**src/rtl/ycbcr2rgb.sv**
```systemverilog
// BT.601 studio-range YCbCr -> RGB, three register stages (offset, multiply, sum+clamp)
// with a valid/ready handshake that stalls the whole pipeline on backpressure.
module ycbcr2rgb (
  input  logic       clk,
  input  logic       rst_n,
  input  logic       in_valid,
  output logic       in_ready,
  input  logic [7:0] Y,
  input  logic [7:0] Cb,
  input  logic [7:0] Cr,
  output logic       out_valid,
  input  logic       out_ready,
  output logic [7:0] R,
  output logic [7:0] G,
  output logic [7:0] B,
  output logic       out_clip
);

  logic w_adv;

  logic               r_vld_p0;
  logic signed [8:0]  r_yo_p0;
  logic signed [8:0]  r_cbo_p0;
  logic signed [8:0]  r_cro_p0;

  logic               r_vld_p1;
  logic signed [19:0] r_py_p1;
  logic signed [19:0] r_prr_p1;
  logic signed [19:0] r_pgb_p1;
  logic signed [19:0] r_pgr_p1;
  logic signed [19:0] r_pbb_p1;

  logic               r_vld_p2;
  logic [7:0]         r_r_p2;
  logic [7:0]         r_g_p2;
  logic [7:0]         r_b_p2;
  logic               r_clip_p2;

  logic signed [19:0] w_yo_x;
  logic signed [19:0] w_cbo_x;
  logic signed [19:0] w_cro_x;
  logic signed [20:0] w_py_x;
  logic signed [20:0] w_prr_x;
  logic signed [20:0] w_pgb_x;
  logic signed [20:0] w_pgr_x;
  logic signed [20:0] w_pbb_x;
  logic signed [20:0] w_sr;
  logic signed [20:0] w_sg;
  logic signed [20:0] w_sb;
  logic [8:0]         w_rc;
  logic [8:0]         w_gc;
  logic [8:0]         w_bc;

  // Returns {clipped, channel}: floor(s/256) saturated to 0..255.
  function automatic logic [8:0] clamp8(input logic signed [20:0] s);
    logic signed [20:0] q;
    q = s >>> 8;
    if (q < 21'sd0)
      return {1'b1, 8'd0};
    else if (q > 21'sd255)
      return {1'b1, 8'hFF};
    else
      return {1'b0, q[7:0]};
  endfunction

  assign w_adv    = !r_vld_p2 || out_ready;
  assign in_ready = w_adv;

  assign w_yo_x  = {{11{r_yo_p0[8]}},  r_yo_p0};
  assign w_cbo_x = {{11{r_cbo_p0[8]}}, r_cbo_p0};
  assign w_cro_x = {{11{r_cro_p0[8]}}, r_cro_p0};

  assign w_py_x  = {r_py_p1[19],  r_py_p1};
  assign w_prr_x = {r_prr_p1[19], r_prr_p1};
  assign w_pgb_x = {r_pgb_p1[19], r_pgb_p1};
  assign w_pgr_x = {r_pgr_p1[19], r_pgr_p1};
  assign w_pbb_x = {r_pbb_p1[19], r_pbb_p1};

  assign w_sr = w_py_x + w_prr_x + 21'sd128;
  assign w_sg = w_py_x - w_pgb_x - w_pgr_x + 21'sd128;
  assign w_sb = w_py_x + w_pbb_x + 21'sd128;

  assign w_rc = clamp8(w_sr);
  assign w_gc = clamp8(w_sg);
  assign w_bc = clamp8(w_sb);

  always_ff @(posedge clk or negedge rst_n) begin
    if (!rst_n) begin
      r_vld_p0  <= 1'b0;
      r_yo_p0   <= '0;
      r_cbo_p0  <= '0;
      r_cro_p0  <= '0;
      r_vld_p1  <= 1'b0;
      r_py_p1   <= '0;
      r_prr_p1  <= '0;
      r_pgb_p1  <= '0;
      r_pgr_p1  <= '0;
      r_pbb_p1  <= '0;
      r_vld_p2  <= 1'b0;
      r_r_p2    <= '0;
      r_g_p2    <= '0;
      r_b_p2    <= '0;
      r_clip_p2 <= 1'b0;
    end else if (w_adv) begin
      // stage 1: remove studio-range offsets
      r_vld_p0  <= in_valid;
      r_yo_p0   <= $signed({1'b0, Y})  - 9'sd16;
      r_cbo_p0  <= $signed({1'b0, Cb}) - 9'sd128;
      r_cro_p0  <= $signed({1'b0, Cr}) - 9'sd128;
      // stage 2: coefficient products (x256 fixed point)
      r_vld_p1  <= r_vld_p0;
      r_py_p1   <= w_yo_x  * 20'sd298;
      r_prr_p1  <= w_cro_x * 20'sd409;
      r_pgb_p1  <= w_cbo_x * 20'sd100;
      r_pgr_p1  <= w_cro_x * 20'sd208;
      r_pbb_p1  <= w_cbo_x * 20'sd516;
      // stage 3: round, scale down, clamp
      r_vld_p2  <= r_vld_p1;
      r_r_p2    <= w_rc[7:0];
      r_g_p2    <= w_gc[7:0];
      r_b_p2    <= w_bc[7:0];
      r_clip_p2 <= w_rc[8] | w_gc[8] | w_bc[8];
    end
  end

  assign out_valid = r_vld_p2;
  assign R         = r_r_p2;
  assign G         = r_g_p2;
  assign B         = r_b_p2;
  assign out_clip  = r_clip_p2;

endmodule

```
**config.mk**
```make
export PLATFORM = sky130hd
export DESIGN_NAME = ycbcr2rgb
export DESIGN_NICKNAME = d
export VERILOG_FILES = /design/src/rtl/ycbcr2rgb.sv
export SDC_FILE = /design/constraint.sdc
export NUM_CORES = 1
export LEC_CHECK = 0
export CAP_MARGIN = 30
export CORE_ASPECT_RATIO = 0.9
export CORE_MARGIN = 2
export CORE_UTILIZATION = 66
export CTS_CLUSTER_DIAMETER = 80
export DETAILED_ROUTE_END_ITERATION = 8
export HOLD_SLACK_MARGIN = 0.15
export PLACE_DENSITY = 0.86
export SYNTH_ARGS = -nofsm -noshare
export SYNTH_HDL_FRONTEND = slang
export SYNTH_SLANG_ARGS = --single-unit
export TNS_END_PERCENT = 5
```
**constraint.sdc**
```tcl
create_clock -name clk -period 10.25 [get_ports clk]
set_input_delay 2.05 -clock clk [delete_from_list [all_inputs] [get_ports clk]]
set_output_delay 2.05 -clock clk [all_outputs]
set_load 0.01 [all_outputs]
```
==> flow_metrics.py <==
metrics = {
    "status": {
        "outcome": "completed",
    },
    "routing": {
        "drt_iter0_drc": 731,
        "drt_first_pass_iters": 5,
        "dr_total_vias": 9868,
        "routed_via_density": 5.84,
        "wirelength_um": 28400,
        "wire_per_inst_um": 16.8,
        "drc": 0,
        "ant_nets": 0,
    },
    "timing": {
        "period_share_pct": 56.9,
        "timing.final.crit_period_ps": 5830,
        "slew_violations": 0,
        "fmax_mhz": 171,
        "slew_headroom_pct": 39.5,
        "rsz0062_at_grt": "no",
        "setup-tns-final_ps": 0,
        "hold_violations": 0,
        "skew_ps": 10.8,
        "finalSetupViolCount": 0,
        "worstMarginPinSlew_ps": 907,
    },
    "critical_path": {
        "worstPathMaxFanout": 64,
        "cp.arrival_ps": 3780,
        "critPathRequiredTime_ps": 8200,
        "critPathKind": "in -> out",
        "worstSetupEndpointType": "output port",
        "reg2regPathDepth": 18,
        "start_kind": "primary input",
    },
    "die": {
        "fp.coreArea_um2": 18500,
        "fp.dieArea_um2": 20000,
        "start_util_pct": 67.5,
        "fp.dieW_um": 149,
        "fp.dieH_um": 134,
        "num_rows": 47,
        "io_pins": 55,
    },
    "synth": {
        "synth_edf_count": 0,
        "synth-main-ff-cell": "dfrtp_1",
        "yosysSeqAreaShare_pct": 26.5,
        "ys_types": 61,
        "syn-num-nets": 1733,
        "ys_ff_latch": 132,
        "synth_cells": 1388,
        "ys_async_sr_fraction_pct": 100,
        "synthesis.area_um2": 12500,
        "yosys_warnings": 0,
        "yosysTopAreaCellShare_pct": 26.5,
        "synth_top_area_cell": "dfrtp_1",
        "synth.area.top_cells": "dfrtp_1 (27%), ha_1 (26%), fa_1 (8.7%), inv_1 (6.3%), nand2_1 (5.9%)",
        "avgSynthCellArea_um2": 8.97,
    },
    "cts": {
        "clk_latency_ps": 430,
        "htree_levels": 4,
        "clkSinkCount": 132,
        "cts_resized": 0,
        "cts_tree": "built",
        "clkTransAtPathRegs_ps": 60,
        "post_cts_buffers": 0,
        "cts_hold_buf": 0,
        "cts_made_buffers": 17,
        "cts_root_buf": "clkbuf_16",
        "clockBufferDepth": 2,
    },
    "place": {
        "port_buffers": 54,
        "gp_congestion": 0.958,
        "hpwlAfterDp_um": 21200,
    },
    "min_path": {
        "hold_path.class": "reg -> reg",
        "hold-path-cell-count": 2,
    },
    "final_layout": {
        "drive_gt1_share_pct": 3.18,
        "final_net_count": 1779,
        "syn_to_final_growth_pct": 11.1,
        "diodes": 0,
    },
    "global_routing": {
        "grt_max_degree": 104,
        "overflow": 0,
        "grtUsageTotal_pct": 30.0,
        "grt_pass1_vias": 9951,
        "antenna_found_initial": 0,
        "grt_pass1_wl_um": 47100,
    },
    "flow_run": {
        "drv_cap": 0,
    },
}
-- cell type report --
cell class / count / area [µm²]
clock buffer: 22 / 464
clock inverter: 9 / 129
multi-input combinational: 1014 / 8240
sequential: 132 / 3300
timing repair buffer: 59 / 599
tap: 245 / 307
fill: 1243 / 4630
inverter: 210 / 791
-- synthesized netlist by cell type, types with 4 or more instances --
library cell,number
a211o_1,4
a21o_1,20
a21oi_1,86
a31oi_1,6
and2_1,4
and3_1,5
clkbuf_1,28
dfrtp_1,132
fa_1,54
ha_1,263
inv_1,209
mux2i_1,8
nand2_1,197
nand2b_1,9
nand3_1,13
nand4_1,4
nor2_1,80
nor2b_1,6
nor3_1,8
o211ai_1,6
o21a_1,10
o21ai_0,79
o21bai_1,12
o31ai_1,11
o41ai_1,5
or2_2,4
or3_1,7
xnor2_1,53
xor2_1,20
-- critical path, stage by stage --
cell and delay, ps:
clkdlybuf4s50_1 500, nor2b_4 80, inv_4 480, clkdlybuf4s50_1 660
-- flip-flops by register name (all words and copies together) (netlist names) --
register and cells:
r_prr_p1 19, r_pbb_p1 18, r_py_p1 18, r_pgb_p1 12, r_pgr_p1 12, r_yo_p0 9
B 8, G 8, R 8, r_cbo_p0 8, r_cro_p0 8, out_clip 1
out_valid 1, r_vld_p0 1, r_vld_p1 1
-- logic make-up after synthesis --
group                      Yosys count  synth area share [%]
adders and majority gates          317                  35.1
buffers and inverters              242                  7.35
xor gates and xnor gates            73                  5.13
AOI/OAI and AO/OA                  268                  13.4
DFF                                132                  26.5
muxes                                8                 0.643
and+or+nand+nor                    348                  11.9
-- worst paths after layout --
path / start / to / slack [ps]
setup / recovery: out_ready / in_ready / 4420
hold / removal: R[4] / R[4] / 460
setup reg to reg: r_cro_p0[7] / r_prr_p1[18] / 5150
hold reg to reg: R[4] / R[4] / 460
max in group asynchronous: rst_n / r_cbo_p0[1] / 7300
min in group asynchronous: rst_n / R[6] / 1610
-- cell usage in the layout (no fill, tap or decap), types with 5 or more instances in the layout --
cell and count:
o31ai_1 11, xor2_1 20, ha_1 263, nor2_1 80, a21o_1 20, a31oi_1 6, o211ai_1 6, inv_1 208
and3_1 5, nand3_1 13, o21a_1 10, o41ai_1 5, fa_1 54, mux2i_1 8, or3_1 7, a21oi_1 86
nand2_1 197, o21bai_1 12, xnor2_1 53, clkdlybuf4s50_1 53, clkbuf_16 17, dfrtp_1 132, nor3_1 8, nor2b_1 5
nand2b_1 9, o21ai_0 79
-- stage by stage --
stage	setup WS [ps]	hold WS [ps]	std cells	util, %	area (µm²)
floorplan	5210	430	1388	-	12500
global placement	4420	441	1659	71.6	13200
detailed placement	4430	454	1659	71.6	13200
CTS	4420	467	1690	74.8	13800
global route	4340	491	1691	74.9	13800
finish	4420	462	1691	74.9	13800
-- routing by layer --
| metal | GRT usage (%) | up-vias | share of wire, % |
|---|---|---|---|
| met5 | 0 | - | 0 |
| met4 | 14.0 | 0 | 3.7 |
| met3 | 7.11 | 82 | 6.6 |
| met2 | 48.8 | 319 | 47 |
| met1 | 38.2 | 4739 | 43 |
| li1 | - | 4728 | - |
Power is left out: the tool's default activity adds up to more than one toggle a clock period on the data nets, which glitch-free logic cannot reach.
